## src/rtl/denormalize.sv

```systemverilog
// -----------------------------------------------------------------------------
// denormalize
//
// Purpose:
//   Streaming fp32 -> accumulator-triplet converter, the inverse of the output
//   normalizer. Each accepted word becomes {signo, expo, addo} with
//       value = (-1)^signo * addo * 2^(expo - 268)
//   which is the convention shared with fma and normalizer. The triplet feeds
//   signi/expi/addi of the first core in the chain so partial sums can be
//   reloaded before accumulation resumes.
//
//   Two-stage pipeline (decode register, output register) with valid/ready on
//   both sides. Full throughput of one word per cycle, capacity of two words
//   when the output is stalled.
//
// Conversion by exponent field E:
//   1..254 : signo = s, expo = E + 118, addo = {8'h00, 1'b1, m[22:0]} (exact)
//   0      : zero / denormal flushed to 0/0/0
//   255    : Inf/NaN saturates to expo = 372, addo = 32'h00FF_FFFF, sets ovf
//
// Build option:
//   DENORMALIZE_BF16_EN  when defined, in_data[15:0] is taken as bfloat16
//                        (bit15 sign, 14:7 E, 6:0 m7) and m = {m7, 16'h0000};
//                        in_data[31:16] is ignored. Undefined: full fp32.
//
// Ports:
//   clk        clock, all state on the rising edge
//   init       synchronous active-high reset, overrides all other inputs
//   in_valid   input word valid
//   in_ready   block can accept a word this cycle (combinational)
//   in_data    fp32 word (or bf16 in the low half, see above)
//   in_last    end-of-vector tag travelling with the word
//   out_valid  triplet valid
//   out_ready  downstream accepts the triplet
//   signo      sign
//   expo       accumulator exponent (signed 10 bit)
//   addo       accumulator mantissa (signed 32 bit, always >= 0)
//   out_last   tag of the current output
//   ovf        sticky flag: an Inf/NaN word has been accepted since init
//   cnt        words accepted since init, modulo 2^CNT_W
// -----------------------------------------------------------------------------
module denormalize #(
    parameter int CNT_W = 16
) (
    input  logic                clk,
    input  logic                init,
    input  logic                in_valid,
    output logic                in_ready,
    input  logic [31:0]         in_data,
    input  logic                in_last,
    output logic                out_valid,
    input  logic                out_ready,
    output logic                signo,
    output logic signed [9:0]   expo,
    output logic signed [31:0]  addo,
    output logic                out_last,
    output logic                ovf,
    output logic [CNT_W-1:0]    cnt
);

    // Exponent bias between the fp32 field and the accumulator convention:
    // 2^(E-127) * 1.m = 2^(E+118-268) * {1,m} with the leading one at bit 23.
    localparam logic [9:0]  EXP_OFFSET = 10'd118;
    localparam logic [9:0]  EXP_SAT    = 10'd372;
    localparam logic [31:0] ADDO_SAT   = 32'h00FF_FFFF;

    // ------------------------------------------------------------------
    // Field extraction
    // ------------------------------------------------------------------
    logic        w_sign;
    logic [7:0]  w_exp;
    logic [22:0] w_man;

`ifdef DENORMALIZE_BF16_EN
    // Upper half is deliberately ignored in bfloat16 mode.
    logic w_unused_hi;
    assign w_unused_hi = ^in_data[31:16];
    assign w_sign      = in_data[15];
    assign w_exp       = in_data[14:7];
    assign w_man       = {in_data[6:0], 16'h0000};
`else
    assign w_sign      = in_data[31];
    assign w_exp       = in_data[30:23];
    assign w_man       = in_data[22:0];
`endif

    // ------------------------------------------------------------------
    // Decode into the accumulator triplet
    // ------------------------------------------------------------------
    logic        w_is_zero;
    logic        w_is_inf;
    logic        w_d_sign;
    logic [9:0]  w_d_expo;
    logic [31:0] w_d_addo;

    assign w_is_zero = (w_exp == 8'h00);
    assign w_is_inf  = (w_exp == 8'hFF);

    always_comb begin
        w_d_sign = w_sign;
        w_d_expo = {2'b00, w_exp} + EXP_OFFSET;
        w_d_addo = {8'h00, 1'b1, w_man};
        if (w_is_zero) begin
            // Denormals flush to zero; sign is dropped so -0 and +0 agree.
            w_d_sign = 1'b0;
            w_d_expo = 10'd0;
            w_d_addo = 32'd0;
        end else if (w_is_inf) begin
            // Saturate to the largest representable magnitude, keep the sign.
            w_d_expo = EXP_SAT;
            w_d_addo = ADDO_SAT;
        end
    end

    // ------------------------------------------------------------------
    // Handshake
    // ------------------------------------------------------------------
    logic r_v1;
    logic r_v2;
    logic w_adv2;
    logic w_accept;

    // Stage 2 may load whenever it is empty or its content is being taken;
    // stage 1 may load whenever it is empty or it moves into stage 2.
    assign w_adv2   = ~r_v2 | out_ready;
    assign in_ready = ~r_v1 | w_adv2;
    assign w_accept = in_valid & in_ready;

    // ------------------------------------------------------------------
    // Stage 1: decoded word
    // ------------------------------------------------------------------
    logic        r_s1_sign;
    logic [9:0]  r_s1_expo;
    logic [31:0] r_s1_addo;
    logic        r_s1_last;

    // ------------------------------------------------------------------
    // Stage 2: output register and status
    // ------------------------------------------------------------------
    logic             r_signo;
    logic [9:0]       r_expo;
    logic [31:0]      r_addo;
    logic             r_last;
    logic             r_ovf;
    logic [CNT_W-1:0] r_cnt;

    always_ff @(posedge clk) begin
        if (init) begin
            r_v1      <= 1'b0;
            r_v2      <= 1'b0;
            r_s1_sign <= 1'b0;
            r_s1_expo <= 10'd0;
            r_s1_addo <= 32'd0;
            r_s1_last <= 1'b0;
            r_signo   <= 1'b0;
            r_expo    <= 10'd0;
            r_addo    <= 32'd0;
            r_last    <= 1'b0;
            r_ovf     <= 1'b0;
            r_cnt     <= '0;
        end else begin
            if (w_accept) begin
                r_v1      <= 1'b1;
                r_s1_sign <= w_d_sign;
                r_s1_expo <= w_d_expo;
                r_s1_addo <= w_d_addo;
                r_s1_last <= in_last;
                r_cnt     <= r_cnt + CNT_W'(1);
                if (w_is_inf) begin
                    r_ovf <= 1'b1;
                end
            end else if (w_adv2) begin
                r_v1 <= 1'b0;
            end

            // Output register only moves when it is free or being drained,
            // so a stalled triplet stays stable.
            if (w_adv2) begin
                r_v2    <= r_v1;
                r_signo <= r_s1_sign;
                r_expo  <= r_s1_expo;
                r_addo  <= r_s1_addo;
                r_last  <= r_s1_last;
            end
        end
    end

    assign out_valid = r_v2;
    assign signo     = r_signo;
    assign expo      = r_expo;
    assign addo      = r_addo;
    assign out_last  = r_last;
    assign ovf       = r_ovf;
    assign cnt       = r_cnt;

endmodule
```

## config.mk

```make
export PLATFORM = sky130hd
export DESIGN_NAME = denormalize
export DESIGN_NICKNAME = d
export VERILOG_FILES = /design/src/rtl/denormalize.sv
export SDC_FILE = /design/constraint.sdc
export NUM_CORES = 1
export LEC_CHECK = 0
export ABC_AREA = 1
export CELL_PAD_IN_SITES_DETAIL_PLACEMENT = 0
export CELL_PAD_IN_SITES_GLOBAL_PLACEMENT = 1
export CORE_MARGIN = 4
export CORE_UTILIZATION = 41
export DETAILED_ROUTE_END_ITERATION = 10
export DONT_BUFFER_PORTS = 1
export PLACE_DENSITY = 0.81
export SYNTH_ARGS = -nofsm -noshare
export SYNTH_HDL_FRONTEND = slang
export SYNTH_SLANG_ARGS = --single-unit
```

## constraint.sdc

```tcl
create_clock -name clk -period 1.2 [get_ports clk]
set_input_delay 0.24 -clock clk [delete_from_list [all_inputs] [get_ports clk]]
set_output_delay 0.24 -clock clk [all_outputs]
set_load 0.05 [all_outputs]
```

Word-level counts from Yosys, hierarchy flattened
Index checks and enable logic that the tools add are counted.
{ "word_totals": {"regBits": 107, "in_bits": 37, "wordCells": 30, "output_inout_bits": 63} }
{ "op_classes": {"n_mux": 7, "n_reduce_logical": 3, "n_eq_ne": 1, "add_sub_neg": 2, "n_bitwise": 5} }
{ "op_table": {"columns": ["operator", "count"], "rows": [
  ["two-way mux 24 bit", 1],
  ["two-way mux 23 bit", 1],
  ["two-way mux 9 bit", 2],
  ["adder 16 x 1 -> 16 bit (second input constant)", 1],
  ["adder 8 x 7 -> 9 bit (second input constant)", 1],
  ["== test 8 bit (second input constant)", 1],
  ["zero test 8 bit", 1],
  ["two-way mux 1 bit", 3],
  ["inverter 1 bit", 2],
  ["bitwise OR 1 bit", 2],
  ["AND reduction 2 bit", 1],
  ["nonzero test 2 bit", 1],
  ["AND 1 bit", 1]
]} }

Logic depth before layout (Yosys ltp)
Gate-level depths: netlist of run 1.
{ "depth": {"word_depth": 5, "depth_mapped": 9, "mapped_depth_nobuf": 9} }

Worst setup path before layout of run 1
OpenSTA, ideal clock, no wires.
{ "synth_path": {"path_type": "flip-flop to flip-flop", "from": "reg r_v2, in the netlist out_valid", "to": "reg r_ovf, in the netlist ovf", "synth_period_minus_slack_ps": 1871, "stages_incl_launch_ff": 7, "arrival_time_ps": 1735, "path_buffers": 1, "required_ps": 1064, "setup_slack_ps": -671, "cell_sequence": "dfxtp_1 > nand3_2 > nand2_4 > inv_1 > buf_2 > a21oi_1 > nor2_1"} }
{ "synth_via": {"elab_chain_len": 5} }
{ "synth_lines": {"columns": ["element", "line_no", "text"], "rows": [
  ["start, declared", "119", "logic r_v2;"],
  ["start signal, assigned", "179", "r_v2 <= r_v1;"],
  ["inverter 1 bit", "125", "assign w_adv2 = ~r_v2 | out_ready;"],
  ["bitwise OR 1 bit", "125", null],
  ["bitwise OR 1 bit", "126", "assign in_ready = ~r_v1 | w_adv2;"],
  ["net in_ready", "48", "output logic in_ready,"],
  ["AND 1 bit", "127", "assign w_accept = in_valid & in_ready;"],
  ["AND reduction 2 bit (no line)", null, null],
  ["end signal, assigned", "159", "r_ovf <= 1'b0;"],
  ["end signal, assigned", "170", "r_ovf <= 1'b1;"],
  ["end, declared", "144", "logic r_ovf;"]
]} }
The timed path passes the listed nets, and every way through them passes these cells.
A chain may end at the register's enable or synchronous reset.

Worst setup path in the final report of run 1
{ "layout_path": {"from": "reg r_v2, in the netlist out_valid", "to": "out in_ready"} }
{ "layout_via": {"elab_chain_len": 3} }
{ "layout_lines": {"columns": ["element", "line_no"], "rows": [
  ["inverter 1 bit", "125"],
  ["bitwise OR 1 bit", "125"],
  ["bitwise OR 1 bit", "126"],
  ["end, declared", "48"]
]} }
No other way between the ends.

==> results.yml, run 1 <==
final_layout:
  drive_gt1_frac: 0.391
  fin_util: 0.560
  multi_input_area_sq_mm: 0.00192
  num-nets-final: 605
  layout.cells.non_filler: 682
  diodes: 0
  seqCellArea_sq_mm: 0.00182
  design_area_sq_mm: 0.00515
  area_growth_syn_to_layout_pct: 33.8
  nFillCells: 852
place:
  placedCellCount: 651
  dpl.hpwl_mm: 6.50
  portBuffers: 0
  gp_congestion: 0.815
  dp_slack_ps: -58.5
  dpl-instance-area_sq_mm: 0.00453
grt:
  grt_use_total: 0.176
  grt_pass1_vias: 3213
  met3_usage: 0.0519
  gr-max-usage-layer: "met2"
  use_met2: 0.287
  grt_overflow: 0
  antenna_found_initial: 0
  grt_first_pass_wirelength_mm: 15.7
  met1_usage: 0.222
  grt_max_degree: 43
power:
  max-vdd-ir-drop_mv: 0.635
  cellLeakagePower_nw: 2.12
  power_frac_comb: 0.173
  sw_frac_of_total: 0.307
  clock_power_share: 0.312
  finalPower_mw: 6.17
  p_int_mw: 4.28
  power_density_mw_per_mm2: 1200
  p_sw_mw: 1.90
  seqPwrFrac: 0.515
floorplan:
  initial_core_util: 0.418
  die_w_um: 105
  fp.dieH_um: 105
  io_pins: 100
  rows: 35
  core_sq_mm: 0.00920
  die-area_sq_mm: 0.0110
synth:
  ys_top_cells_by_count: "nor2_1 (102), dfxtp_1 (89), nand2_1 (76)"
  async_flop_share: 0
  ys_types: 34
  netlist_instances: 486
  yosys_warnings: 0
  ys_seq_area_frac: 0.463
  synth_edf_count: 0
  synth_area_sq_mm: 0.00385
  avgSynthCellArea_sq_um: 7.92
  yosysTopAreaCell: "dfxtp_1"
  ys_seq_elements: 89
  synth-main-ff-cell: "dfxtp_1"
  yosysMostFrequentCell: "nor2_1"
  synth_top_area_frac: 0.463
  yosys-top-cells-area: "dfxtp_1 (46%), nor2_1 (10%), nand2_1 (7.4%), o21ai_0 (5.6%), o21ai_2 (5.2%)"
timing:
  rsz0062_at_grt: "true"
  fin_skew_ps: 10.0
  hold_ws_ps: -53.2
  hold_viol_final: 40
  timing.final.max_slew_violations: 0
  fmax_mhz: 778
  period_share: 1.07
  layout_min_cycle_time_ps: 1290
  post-route-worst-setup-slack_ps: -85.2
  setup_tns_ps: -1460
  setup_violations: 38
outcome:
  status: "finished with violations"
  violations: "negative hold slack, negative setup slack"
clock_network:
  htreeDepth: 3
  clockRootBuffer: "clkbuf_8"
  cts_buffer_depth: 2
  cts_tree: "built"
  clkSinkCount: 89
  cts_made_buffers: 9
  insertion_delay_ps: 360
  path_clk_slew_ps: 90
worst_setup_path:
  slowest_stage: "dfxtp_4"
  critPathLaunchType: "register"
  cp_num_buf_inv: 1
  slowest_delay_ps: 370
  crit_path_end_kind: "output port"
  crit_arrival_ps: 1050
  worstPathRequired_ps: 960
  path_class: "register to output port"
  crit_family: "flip-flops"
  path_cells: "nand3_4 -> buf_6"
  crit_fanout: 4
detailed_routing:
  wl_mm: 9.78
  drt_iter0_markers: 129
  remaining_drc_errors: 0
  vias_per_cell: 4.91
  ant_nets: 0
  routedWlPerCell_um: 14.3
  via_count: 3347
  dr.pass1.iters: 4
job:
  maxCapViolCount: 0
min_path:
  min_path_type: "primary input to register"
-- layout by cell type, fill, tap and decap left out, types with 2 or more instances in the layout --
master	instances
a21oi_1	13
a21oi_2	28
a31oi_1	2
buf_12	7
buf_4	57
buf_6	23
buf_8	5
clkbuf_16	2
clkbuf_8	9
clkinv_4	2
conb_1	9
dfxtp_1	70
dfxtp_2	12
dfxtp_4	7
inv_1	24
inv_2	5
inv_6	2
nand2_1	69
nand2_2	7
nand2_4	3
nand3_1	7
nand3_2	3
nand3_4	3
nand4_1	3
nand4_2	3
nor2_1	97
nor2_2	4
nor2_4	6
nor3_1	5
nor3b_2	2
o21ai_0	40
o21ai_1	4
o21ai_2	24
-- worst register-to-register path, stage by stage, from the launching register on --
cell and delay (ps):
dfxtp_4 370, nand3_4 130, nand2_8 110, nor2_4 140
buf_12 150, clkbuf_16 160, o21ai_2 50, a21oi_2 100
-- sequential cells by signal, summed over array words and instances, names as in the netlist --
name       count
addo          24
r_s1_addo     24
cnt           16
expo           9
r_s1_expo      9
out_last       1
out_valid      1
ovf            1
r_s1_last      1
r_s1_sign      1
r_v1           1
signo          1
-- routing by layer --
layer,vias to the layer above,wire [um]
met5,-,0
met4,0,131
met3,12,613
met2,75,4690
met1,1552,4340
li1,1708,-
-- area by class of cell --
class / instances / area share
clock inverters: 6 / 0.00997
clock buffers: 10 / 0.0248
inverters: 30 / 0.0243
flip-flops and latches: 89 / 0.354
repair inverters: 1 / 0.00170
repair buffers: 95 / 0.186
well taps: 111 / 0.0270
multi-input cells: 340 / 0.372
-- kinds of logic (layout without fill, tap and decap cells) --
family | Yosys count | count (layout) | share of synthesized area
AOI/OAI and AO/OA | 113 | 113 | 0.192
xor gates and xnor gates | 1 | 1 | 0.00228
buffers and inverters | 65 | 142 | 0.0904
other | 1 | 9 | 0.000975
adders and majority gates | 2 | 2 | 0.00650
DFF | 89 | 89 | 0.463
and+or+nand+nor | 215 | 215 | 0.245
-- power by group through the flow --
stage | sequential [mW] | clock [mW] | combinational, mW
after CTS | 3.17 | 1.98 | 0.994
final | 3.18 | 1.92 | 1.07
after global routing | 3.20 | 2.12 | 1.15
after global placement | 3.24 | 0 | 0.934
after floorplan | 3.48 | 0 | 0.499
after detailed placement | 3.24 | 0 | 0.946
-- path summary, 6_finish.rpt --
| check | from | endpoint | cells after the start | slack [ps] |
|---|---|---|---|---|
| max | out_valid | in_ready | 2 | -90 |
| min | init | r_v1 | 1 | -50 |
| max reg2reg | out_valid | r_s1_addo[3] | 7 | -60 |
| min reg2reg | r_s1_expo[7] | r_s1_expo[7] | 2 | 460 |
-- what timing repair did --
| item | in CTS | in global routing |
|---|---|---|
| setup endpoints to repair | 42 | 64 |
| buffers inserted | 6 | 6 |
| pin swaps | 11 | 16 |
| cloned | 0 | 4 |
| gates resized for setup | 27 | 46 |
| hold endpoints to repair | 40 | 40 |
(Power assumes the default switching activity.)
==> run 2, diff against run 1 <==
- PLACE_DENSITY: 0.81 -> unset
- PLACE_DENSITY_LB_ADDON: unset -> 0.15
==> run 2 against run 1 <==
The flow still finishes with violations (negative hold slack, negative setup slack); clock skew increased by 4.9 ps; highest routed layer unchanged; core utilization is 0.71 points higher; largest power group unchanged; sequential share of layout area is 0.42 points lower; power grew 11%; final cell count fell by 0.29%; setup slack worse by 1.5 ps; maximum frequency down 0.12%; design area increased by 1.3%; critical path type is now register to register; worst hold slack worse by 5.7 ps; sequential power hardly changed; non-clock buffer count shrank 2.
==> results.yml, run 2 (synthesis gave the netlist of run 1 again) <==
timing:
  rsz0062_at_grt: "true"
  hold_viol_final: 40
  hold_ws_ps: -59.0
  fmax_mhz: 777
  layout_min_cycle_time_ps: 1290
  setup_violations: 28
  period_share: 1.07
  fin_skew_ps: 14.9
  post-route-worst-setup-slack_ps: -86.7
  timing.final.max_slew_violations: 0
  setup_tns_ps: -985
final_layout:
  design_area_sq_mm: 0.00521
  area_growth_syn_to_layout_pct: 35.5
  most-common-layout-cells: "nor2_1 (101), dfxtp_1 (71), nand2_1 (66)"
  seqCellArea_sq_mm: 0.00182
  multi_input_area_sq_mm: 0.00193
  fin_util: 0.567
  num-nets-final: 603
  final_common_cell: "nor2_1"
  diodes: 0
  drive_gt1_frac: 0.378
  nFillCells: 890
worst_setup_path:
  reg2reg_to: "cnt[5]"
  cp-startpoint: "r_v1"
  critPathLaunchType: "register"
  path_class: "register to register"
  r2r_slack_ps: -90
  r2r_cells: 7
  worstPathRequired_ps: 1450
  crit_fanout: 6
  crit_arrival_ps: 1540
  timing.rr.start: "r_v1"
  crit_path_end_kind: "register"
detailed_routing:
  wl_mm: 9.85
  dr.pass1.iters: 4
  routedWlPerCell_um: 14.5
  drt_iter0_markers: 133
  vias_per_cell: 4.93
  remaining_drc_errors: 0
  ant_nets: 0
  via_count: 3353
min_path:
  hp-start: "init"
  holdPathStages: 1
  min_path_type: "primary input to register"
  min_to: "cnt[13]"
outcome:
  status: "finished with violations"
  violations: "negative hold slack, negative setup slack"
grt:
  antenna_found_initial: 0
  grt_use_total: 0.183
  grt_overflow: 0
  grt_first_pass_wirelength_mm: 16.3
  grt_max_degree: 43
  grt_pass1_vias: 3295
floorplan:
  die_w_um: 105
  rows: 35
  fp.dieH_um: 105
  initial_core_util: 0.418
  core_sq_mm: 0.00920
  io_pins: 100
  die-area_sq_mm: 0.0110
power:
  max-vdd-ir-drop_mv: 0.719
  finalPower_mw: 6.83
  power_density_mw_per_mm2: 1310
  cellLeakagePower_nw: 2.17
place:
  dpl-instance-area_sq_mm: 0.00452
  gp_congestion: 0.788
  dpl.hpwl_mm: 6.52
  dp_slack_ps: -536
  portBuffers: 0
job:
  maxCapViolCount: 0
clock_network:
  cts_tree: "built"
  cts_buffer_depth: 2
  clkSinkCount: 89
  insertion_delay_ps: 360
  clockRootBuffer: "clkbuf_8"
  cts_made_buffers: 9
  path_clk_slew_ps: 80
  htreeDepth: 3
-- run 2: cell types whose count changed in the layout (fill, tap and decap cells not counted), moves of 3 or more --
| cell | delta |
|---|---|
| buf_4 | -3 |
| bufinv_16 | +3 |
| nand2_1 | -3 |
| nand2_4 | +4 |
| nor2_1 | +4 |
| nor2_2 | -3 |
-- run 2: area by class of cell --
type                            count  share of cell area
Clock buffer                       12              0.0300
Clock inverter                      4              0.0187
Inverter                           30              0.0230
Multi-Input combinational cell    341               0.370
Sequential cell                    89               0.350
Tap cell                          111              0.0266
Timing Repair Buffer               93               0.181
-- run 2: routing by layer --
metal | routed length, um | vias up | global-route usage
met5 | 0 | - | 0
met4 | 107 | 0 | 0.0478
met3 | 616 | 10 | 0.0593
met2 | 4700 | 72 | 0.299
met1 | 4430 | 1558 | 0.232
li1 | - | 1713 | -
-- run 2: through the flow --
| step | instances | hold slack [ps] |
|---|---|---|
| after global routing | 680 | -90.7 |
| after CTS | 679 | -76.5 |
| after floorplan | 494 | 383 |
| after global placement | 650 | 307 |
| final | 680 | -59.0 |
| after detailed placement | 650 | 313 |
-- run 2: how the worst max path moves through the flow --
stage | cells after the start | slack (ps) | endpoint
detailed placement | 5 | -540 | r_s1_addo[22]
global route | 8 | -180 | cnt[14]
finish | 7 | -90 | cnt[5]
CTS | 9 | -90 | cnt[9]
global placement | 5 | -520 | r_s1_addo[22]
floorplan | 6 | -130 | cnt[6]
-- run 2: power by group --
group | internal, mW | switching [mW] | leakage (nW)
Sequential | 3.09 | 0.0893 | 0.740
Clock | 1.51 | 1.08 | 0.122
Combinational | 0.397 | 0.670 | 1.31
Total | 5.00 | 1.84 | 2.17
-- run 2: timing repair --
item,in CTS,in global routing
pin swaps,7,15
endpoints found under the setup margin,84,93
buffers inserted,11,4
hold endpoints to repair,40,40
gates cloned,2,0
gates resized for setup,27,57
-- run 2: critical path, stage by stage (launching register included) --
cell     delay [ps]
dfxtp_2         340
nand3_4         120
nand2_8          70
buf_12          150
nor2_4          180
buf_4           160
nand2_1          40
nor3b_1         120
